`config.mk`:
```
export PLATFORM = sky130hd
export DESIGN_NAME = led_seq_ctrl_flat
export DESIGN_NICKNAME = d
export VERILOG_FILES = /design/src/rtl/led_seq_ctrl_if.sv /design/src/rtl/led_seq_ctrl.sv /design/src/flat_wrapper.sv
export SDC_FILE = /design/constraint.sdc
export NUM_CORES = 1
export LEC_CHECK = 0
export CAP_MARGIN = 40
export CORE_MARGIN = 5
export CORE_UTILIZATION = 30
export DETAILED_ROUTE_END_ITERATION = 12
export GPL_TIMING_DRIVEN = 1
export PLACE_DENSITY = 0.44
export SETUP_SLACK_MARGIN = 0.15
export SLEW_MARGIN = 20
export SYNTH_ARGS = -nofsm -noshare
export SYNTH_HDL_FRONTEND = slang
export SYNTH_SLANG_ARGS = --single-unit
```
`constraint.sdc`:
```
create_clock -name clk -period 2.3 [get_ports clk]
set_clock_uncertainty 0.1 [all_clocks]
set_input_delay 0.575 -clock clk [delete_from_list [all_inputs] [get_ports clk]]
set_output_delay 0.575 -clock clk [all_outputs]
set_load 0.02 [all_outputs]
```
`src/rtl/led_seq_ctrl_if.sv`:
```
// Command port of the LED sequencer.
// Valid/ready handshake with an op code and an 8-bit argument.
interface led_seq_ctrl_if;
  logic       cmd_valid;
  logic       cmd_ready;
  logic [1:0] cmd_op;
  logic [7:0] cmd_arg;

  modport master (
    output cmd_valid,
    output cmd_op,
    output cmd_arg,
    input  cmd_ready
  );

  modport slave (
    input  cmd_valid,
    input  cmd_op,
    input  cmd_arg,
    output cmd_ready
  );
endinterface

```
`src/rtl/led_seq_ctrl.sv`:
```
// LED bar sequencer: base-tick divider, scan/chase/blink/off
// display modes, and a two-cycle command handshake.
module led_seq_ctrl #(
  parameter int NLEDS     = 8,
  parameter int SHIFT     = 16,
  parameter int DEF_SPEED = 7
) (
  input  logic             clk,
  input  logic             rstn,
  led_seq_ctrl_if.slave    cmd,
  input  logic             pause,
  output logic             tick,
  output logic [NLEDS-1:0] leds
);

  localparam int PW = (NLEDS > 2) ? $clog2(NLEDS) : 1;
  localparam int CW = 8 + SHIFT;

  localparam logic [PW-1:0] P_ONE  = PW'(1);
  localparam logic [PW-1:0] P_LAST = PW'(NLEDS - 1);
  localparam logic [PW-1:0] P_PEN  = PW'(NLEDS - 2);

  localparam logic [NLEDS-1:0] L_ONE = NLEDS'(1);

  localparam logic [0:0] S_IDLE = 1'b0;
  localparam logic [0:0] S_BUSY = 1'b1;

  localparam logic [1:0] M_OFF   = 2'd0;
  localparam logic [1:0] M_SCAN  = 2'd1;
  localparam logic [1:0] M_CHASE = 2'd2;
  localparam logic [1:0] M_BLINK = 2'd3;

  localparam logic [1:0] OP_MODE  = 2'd0;
  localparam logic [1:0] OP_SPEED = 2'd1;
  localparam logic [1:0] OP_STEP  = 2'd2;
  localparam logic [1:0] OP_PAT   = 2'd3;

  logic [0:0]       r_state;
  logic [1:0]       r_mode;
  logic [PW-1:0]    r_pos;
  logic             r_up;
  logic             r_phase;
  logic [7:0]       r_speed;
  logic [NLEDS-1:0] r_pattern;
  logic [CW-1:0]    r_cnt;

  logic [CW-1:0] w_div;
  logic [CW-1:0] w_cnt_n;
  logic          w_acc;
  logic          w_nat;
  logic          w_step;
  logic          w_restart;
  logic          w_adv;
  logic          w_op_mode;
  logic          w_op_speed;
  logic          w_op_step;
  logic          w_op_pat;
  logic [PW-1:0] w_pos_a;
  logic          w_up_a;
  logic          w_phase_a;

  // ((speed+1) << SHIFT) - 1 is speed followed by SHIFT ones
  assign w_div = {r_speed, {SHIFT{1'b1}}};

  assign w_op_mode  = (cmd.cmd_op == OP_MODE);
  assign w_op_speed = (cmd.cmd_op == OP_SPEED);
  assign w_op_step  = (cmd.cmd_op == OP_STEP);
  assign w_op_pat   = (cmd.cmd_op == OP_PAT);

  assign w_acc     = rstn & cmd.cmd_valid & (r_state == S_IDLE);
  assign w_nat     = ~pause & (r_cnt == w_div);
  assign w_step    = w_acc & w_op_step & pause;
  assign w_restart = w_acc & (w_op_mode | w_op_speed);

  assign tick          = w_nat | w_step;
  assign cmd.cmd_ready = (r_state == S_IDLE);

  always_comb begin
    w_cnt_n = r_cnt;
    if (!pause) begin
      w_cnt_n = w_nat ? '0 : r_cnt + CW'(1);
    end
  end

  // STEP always yields a single advance, even on a natural tick
  always_comb begin
    w_adv = w_nat;
    if (w_acc) begin
      unique case (1'b1)
        w_op_mode:  w_adv = 1'b0;
        w_op_speed: w_adv = 1'b0;
        w_op_step:  w_adv = pause | w_nat;
        w_op_pat:   w_adv = w_nat;
      endcase
    end
  end

  always_comb begin
    w_pos_a   = r_pos;
    w_up_a    = r_up;
    w_phase_a = r_phase;
    unique case (r_mode)
      M_OFF: begin
      end
      M_SCAN: begin
        if (r_up) begin
          if (r_pos == P_LAST) begin
            w_pos_a = P_PEN;
            w_up_a  = 1'b0;
          end else begin
            w_pos_a = r_pos + P_ONE;
          end
        end else begin
          if (r_pos == '0) begin
            w_pos_a = P_ONE;
            w_up_a  = 1'b1;
          end else begin
            w_pos_a = r_pos - P_ONE;
          end
        end
      end
      M_CHASE: begin
        w_pos_a = (r_pos == P_LAST) ? '0 : r_pos + P_ONE;
      end
      M_BLINK: begin
        w_phase_a = ~r_phase;
      end
    endcase
  end

  always_ff @(posedge clk or negedge rstn) begin
    if (!rstn) begin
      r_state   <= S_IDLE;
      r_mode    <= M_SCAN;
      r_pos     <= '0;
      r_up      <= 1'b1;
      r_phase   <= 1'b0;
      r_speed   <= 8'(DEF_SPEED);
      r_pattern <= '1;
      r_cnt     <= '0;
    end else begin
      r_state <= w_acc ? S_BUSY : S_IDLE;
      r_cnt   <= w_restart ? '0 : w_cnt_n;
      if (w_adv) begin
        r_pos   <= w_pos_a;
        r_up    <= w_up_a;
        r_phase <= w_phase_a;
      end
      if (w_acc && w_op_mode) begin
        r_mode  <= cmd.cmd_arg[1:0];
        r_pos   <= '0;
        r_up    <= 1'b1;
        r_phase <= 1'b0;
      end
      if (w_acc && w_op_speed) begin
        r_speed <= cmd.cmd_arg;
      end
      if (w_acc && w_op_pat) begin
        r_pattern <= cmd.cmd_arg[NLEDS-1:0];
      end
    end
  end

  always_comb begin
    leds = '0;
    unique case (r_mode)
      M_OFF:   leds = '0;
      M_SCAN:  leds = L_ONE << r_pos;
      M_CHASE: leds = L_ONE << r_pos;
      M_BLINK: leds = r_phase ? r_pattern : '0;
    endcase
  end

endmodule

```
`src/flat_wrapper.sv`:
```
// flat-port wrapper written by rule: the top's interface ports become plain ports
module led_seq_ctrl_flat 
#(
  parameter int NLEDS     = 8,
  parameter int SHIFT     = 16,
  parameter int DEF_SPEED = 7
)
  (clk, rstn, pause, tick, leds, cmd_cmd_valid, cmd_cmd_op, cmd_cmd_arg, cmd_cmd_ready);
  led_seq_ctrl_if cmd_i ();
  input  logic clk;
  input  logic rstn;
  input  logic pause;
  output logic tick;
  output logic [NLEDS-1:0] leds;
  input wire logic [$bits(cmd_i.cmd_valid)-1:0] cmd_cmd_valid;
  input wire logic [$bits(cmd_i.cmd_op)-1:0] cmd_cmd_op;
  input wire logic [$bits(cmd_i.cmd_arg)-1:0] cmd_cmd_arg;
  output wire logic [$bits(cmd_i.cmd_ready)-1:0] cmd_cmd_ready;
  assign cmd_i.cmd_valid = cmd_cmd_valid;
  assign cmd_i.cmd_op = cmd_cmd_op;
  assign cmd_i.cmd_arg = cmd_cmd_arg;
  assign cmd_cmd_ready = cmd_i.cmd_ready;
  led_seq_ctrl #(.NLEDS(NLEDS), .SHIFT(SHIFT), .DEF_SPEED(DEF_SPEED)) u_core (.clk(clk), .rstn(rstn), .cmd(cmd_i), .pause(pause), .tick(tick), .leds(leds));
endmodule
```
### Word-level counts from Yosys, hierarchy flattened

Index checks and enable logic that the tools add are counted.

* input port bits: 14
* logic and storage cells: 72
* bits in registers: 48
* output and inout port bits: 10

* shift operators: 1
* bitwise operators: 12
* multiplexer cells: 24
* add/sub/neg operators: 3
* eq/ne operators: 9
* reductions and logical operators: 15

Operator list (count)
* $mux W24: 3
* $add A24 B1 Y24 const B: 1
* $eq A24 B24 Y1: 1
* $pmux W8 S3: 1
* $mux W3: 6
* $mux W1: 11
* $eq A2 B2 Y1 const B: 4
* $mux W8: 1
* $shl A1 B3 Y8 const A: 1
* $and A1 B1 Y1: 6
* $pmux W3 S2: 1
* $reduce_and A2 Y1: 3
* $reduce_bool A2 Y1: 3
* $eq A2 B1 Y1 const B: 2
* $logic_not A2 Y1: 2
* $reduce_or A2 Y1: 2
* $add A3 B1 Y3 const B: 1
* $eq A3 B3 Y1 const B: 1
* $logic_and A1 B1 Y1: 3
* $logic_not A3 Y1: 1
* $not A1 Y1: 3
* $or A1 B1 Y1: 3
* $pmux W1 S3: 1
* $reduce_bool A3 Y1: 1
* other kinds (2): 2

### Logic depth before layout (Yosys ltp)

* depth in word-level cells: 7
* depth in mapped cells: 8
* depth with buffers taken out: 8

### Least setup slack after synthesis

OpenSTA, ideal clock, no wires.

* path type: register to output
* start: register u_core.r_mode[0]
* end: output leds[1]
* cell stages (with the launch flop): 7
* path buffers: 1
* path slack: -0.001 ns
* arrival: 1.626 ns
* cell sequence: dfstp_2 > inv_1 > ha_1 > clkbuf_1 > nor2b_1 > a22oi_1 > nor2_1

* word-level cells in the longest chain between the ends: 3

Ends and longest elaborated chain
* from (decl): RTL line led_seq_ctrl.sv:39 `logic [1:0] r_mode;`
* from (signal assigned): RTL line led_seq_ctrl.sv:150 `r_mode <= cmd.cmd_arg[1:0];`
* $eq A2 B1 Y1 or $eq A2 B2 Y1 (tied branches): RTL line led_seq_ctrl.sv:166 `unique case (r_mode)`
* $reduce_or A2 Y1 (no line)
* $pmux W8 S3 *: RTL line led_seq_ctrl.sv:166
* to (decl): RTL line flat_wrapper.sv:14 `output logic [NLEDS-1:0] leds;`

Every way passes the cells marked *; elsewhere a longest branch is shown, timed or not.

### Worst setup path in the final report

* start: register u_core.r_speed[0]
* end: output tick

* word-level cells in the longest chain between the ends: 3

Ends and longest elaborated chain
* from (decl): RTL line led_seq_ctrl.sv:43 `logic [7:0] r_speed;`
* from (signal assigned): RTL line led_seq_ctrl.sv:138 `r_speed <= 8'(DEF_SPEED);`
* from (signal assigned): RTL line led_seq_ctrl.sv:156 `r_speed <= cmd.cmd_arg;`
* $eq A24 B24 Y1: RTL line led_seq_ctrl.sv:71 `assign w_nat = ~pause & (r_cnt == w_div);`
* $and A1 B1 Y1: RTL line led_seq_ctrl.sv:71
* $or A1 B1 Y1: RTL line led_seq_ctrl.sv:75 `assign tick = w_nat | w_step;`
* to (decl): RTL line flat_wrapper.sv:13 `output logic tick;`

No other way between the ends.

==> impl_metrics.tcl <==
set metrics [dict create \
    via_per_inst 4.84 \
    postSynthAreaPerCell_um2 9.92 \
    nets 407 \
    cp.required_ns 1.62 \
    clockRootBuffer "clkbuf_8" \
    total_power_uw 2670 \
    rr_endpoint "u_core.r_cnt[21]" \
    cts_buffer_depth 2 \
    critPathLaunchType "flop" \
    max_slew_margin 0.577 \
    clkLatencyLatePin_ns 0.31 \
    dpl.hpwl_um 5450 \
    layoutNonFillerInstCount 490 \
    grt_pass1_wl_um 12400 \
    dr.pass1.iters 4 \
    tritoncts "done" \
    yosys.area.top_type "dfrtp_1" \
    grt_pass1_vias 2490 \
    syn-num-nets 313 \
    rows 35 \
    period_share 1.05 \
    timing.fmax_mhz 415 \
    violations "negative setup slack" \
    dieArea_um2 11400 \
    worst_slew_pin_slew_ns 0.634 \
    async_flop_share 1.00 \
    cp_slowest_cell "dfstp_2" \
    io_pins 24 \
    wl_per_cell_um 14.8 \
    finalHoldViolCount 0 \
    cp_slowest_stage_delay_ns 0.55 \
    antenna_found_initial 0 \
    cts.sinks 48 \
    grt_max_degree 49 \
    synth_warnings 0 \
    hold_class "input pin to async pin" \
    start_util 0.306 \
    grt-ovfl-total 0 \
    drv_slew 0 \
    die_w_um 107 \
    max_cap_violations 0 \
    reg2reg_depth 10 \
    ys_seq_area_frac 0.432 \
    htree_num_levels 2 \
    synth_area_um2 2820 \
    setup_ws_ns -0.110 \
    reg2reg_from "u_core.r_speed[0]" \
    final_area_um2 3940 \
    synth_seq_cells 48 \
    crit_start "u_core.r_speed[0]" \
    path_buf_inv 1 \
    path_delay_family "simple AND/OR/NAND/NOR gates" \
    setup_viol 9 \
    remaining_drc_errors 0 \
    dpl_cell_area_um2 3650 \
    arrival_ns 1.74 \
    core_area_um2 9200 \
    holdBufCountCts 0 \
    io_buffer_count 23 \
    place_congestion 0.768 \
    dp_cells 478 \
    drt_wl_total_um 7250 \
    synth-edff-count 0 \
    synth-main-ff-cell "dfrtp_1" \
    path_max_fanout 2 \
    crit_chain "xor2_1, nor4_2, and3_4, nand2_4, nand2_2, buf_6" \
    die_h_um 107 \
    endpoint_kind "primary output" \
    diodes 0 \
    regToRegSetupSlack_ns 0.05 \
    cts_buffers 5 \
    layout-drive-gt1-share 0.430 \
    vdd_drop_max_uv 325 \
    num_vias 2372 \
    fin_hold_ws_ns 0.411 \
    path_class "flop to primary output" \
    synth.distinct_cells 49 \
    fin_tns_setup_ns -0.394 \
    synth.top_cell.area_share 0.311 \
    drt_iter0_markers 98 \
    syn_inst 284 \
    rsz0062_at_grt "true" \
    p_leak_uw 0.00180 \
    grtUsageTotal 0.135 \
    clkSlewWorstSetupHoldPaths_ns 0.10 \
    fillers 911 \
    p_per_area_nw_per_um2 677 \
    ant_nets 0 \
    syn_to_final_growth_pct 39.8 \
    synth_area_leaders "dfrtp_1 (31%), dfstp_2 (12%), ha_1 (6.7%), mux2_2 (6.4%), xor2_1 (5.3%)" \
    period_needed_ns 2.41 \
    status "finished, violations left" \
]
[power by group]
| group | switching (µW) | internal (µW) | leakage (µW) | total (µW) |
|---|---|---|---|---|
| sequential | 122 | 1020 | 0.000604 | 1140 |
| combinational | 447 | 527 | 0.00115 | 975 |
| clock | 305 | 247 | 0.0000516 | 552 |
| total | 874 | 1790 | 0.00180 | 2670 |
[worst register-to-register path, cell delays in order, from the launching register on]
cell and delay (ns):
dfstp_2 0.55, xor2_1 0.07, nor4_2 0.31, buf_4 0.17, buf_4 0.09, buf_4 0.09
and4_4 0.25, buf_4 0.14, a211oi_1 0.05, o21ai_1 0.19, o41ai_2 0.12
[flip-flops by register name, indices dropped and copies added (netlist names)]
name,count
u_core.r_phase,1
u_core.r_pattern,8
u_core.r_speed,8
u_core.r_pos,3
u_core.r_state,1
u_core.r_mode,2
u_core.r_up,1
u_core.r_cnt,24
[worst max-delay path by stage]
stage                         end  slack, ns  cells past startpoint
after detailed placement     tick      -0.73                      6
after CTS                    tick      -0.10                      6
after global placement       tick      -0.70                      6
after global routing         tick      -0.17                      6
final                        tick      -0.11                      6
after floorplan           leds[1]       0.14                      6
[area by class of cell]
class                   instances  area [µm²]  area share
well taps                     111         139      0.0353
flip-flops and latches         48        1220       0.309
multi-input cells             214        1670       0.423
clock inverters                 2        13.8     0.00349
clock buffers                   6        82.6      0.0210
inverters                      12        45.0      0.0114
repair buffers                 97         774       0.197
[logic make-up after synthesis]
group	Yosys count	synth area share
xor+xnor	23	0.0715
flops	48	0.432
simple gates	113	0.223
buf+inv	22	0.0369
compound gates	46	0.102
fa+ha+maj	15	0.0666
mux	17	0.0675
[layer usage]
metal  vias to the layer above  part of all wire  global-route usage
met5                         -                 0                   0
met4                         0             0.014              0.0356
met3                         8             0.030              0.0259
met2                        31              0.45               0.206
met1                      1147              0.51               0.195
li1                       1186                 -                   -
[cell usage in the layout (no fill, tap or decap), types with 2 or more instances in the layout]
cell type,instances
buf_4,75
nor2_1,35
dfrtp_1,34
nand2_1,19
xor2_1,16
mux2_2,16
nand3_1,15
dfstp_2,13
a21oi_1,12
ha_1,12
clkdlybuf4s50_1,12
inv_1,11
o21ai_0,8
a22oi_2,6
xnor2_1,6
clkbuf_8,6
buf_6,6
nor3_1,5
nor4_2,4
and4_1,4
nand4_1,4
nor2_2,3
o211ai_1,3
nand4b_1,3
a21oi_2,3
a211oi_1,3
buf_2,3
a32oi_1,2
nand3_4,2
nand2_2,2
and3_1,2
o21ai_1,2
o41ai_2,2
ha_4,2
[cell usage after synthesis (2+ instances only)]
library cell  instances
a211oi_1              4
a21oi_1              15
a22oi_1               6
a32oi_1               2
and3_1                3
and4_1                4
clkbuf_1              4
dfrtp_1              35
dfstp_2              13
ha_1                 15
inv_1                12
mux2_2               16
nand2_1              21
nand3_1              15
nand3_4               2
nand4_1               4
nand4b_1              3
nor2_1               37
nor2b_1               2
nor3_1                6
nor4_2                3
o211ai_1              3
o21ai_0              11
o41ai_1               2
xnor2_1               6
xor2_1               17
[through the flow]
stage,utilization,worst slack (ns)
floorplan,-,0.138
global placement,0.397,-0.703
detailed placement,0.397,-0.725
CTS,0.419,-0.103
global route,0.428,-0.165
finish,0.428,-0.110
[what timing repair did]
| item | CTS | global route |
|---|---|---|
| pin swaps | 9 | 15 |
| buffers inserted | 3 | 1 |
| gates resized for setup | 70 | 16 |
| endpoints found under the setup margin | 13 | 28 |
No activity file was read; power rests on OpenSTA's default activity.
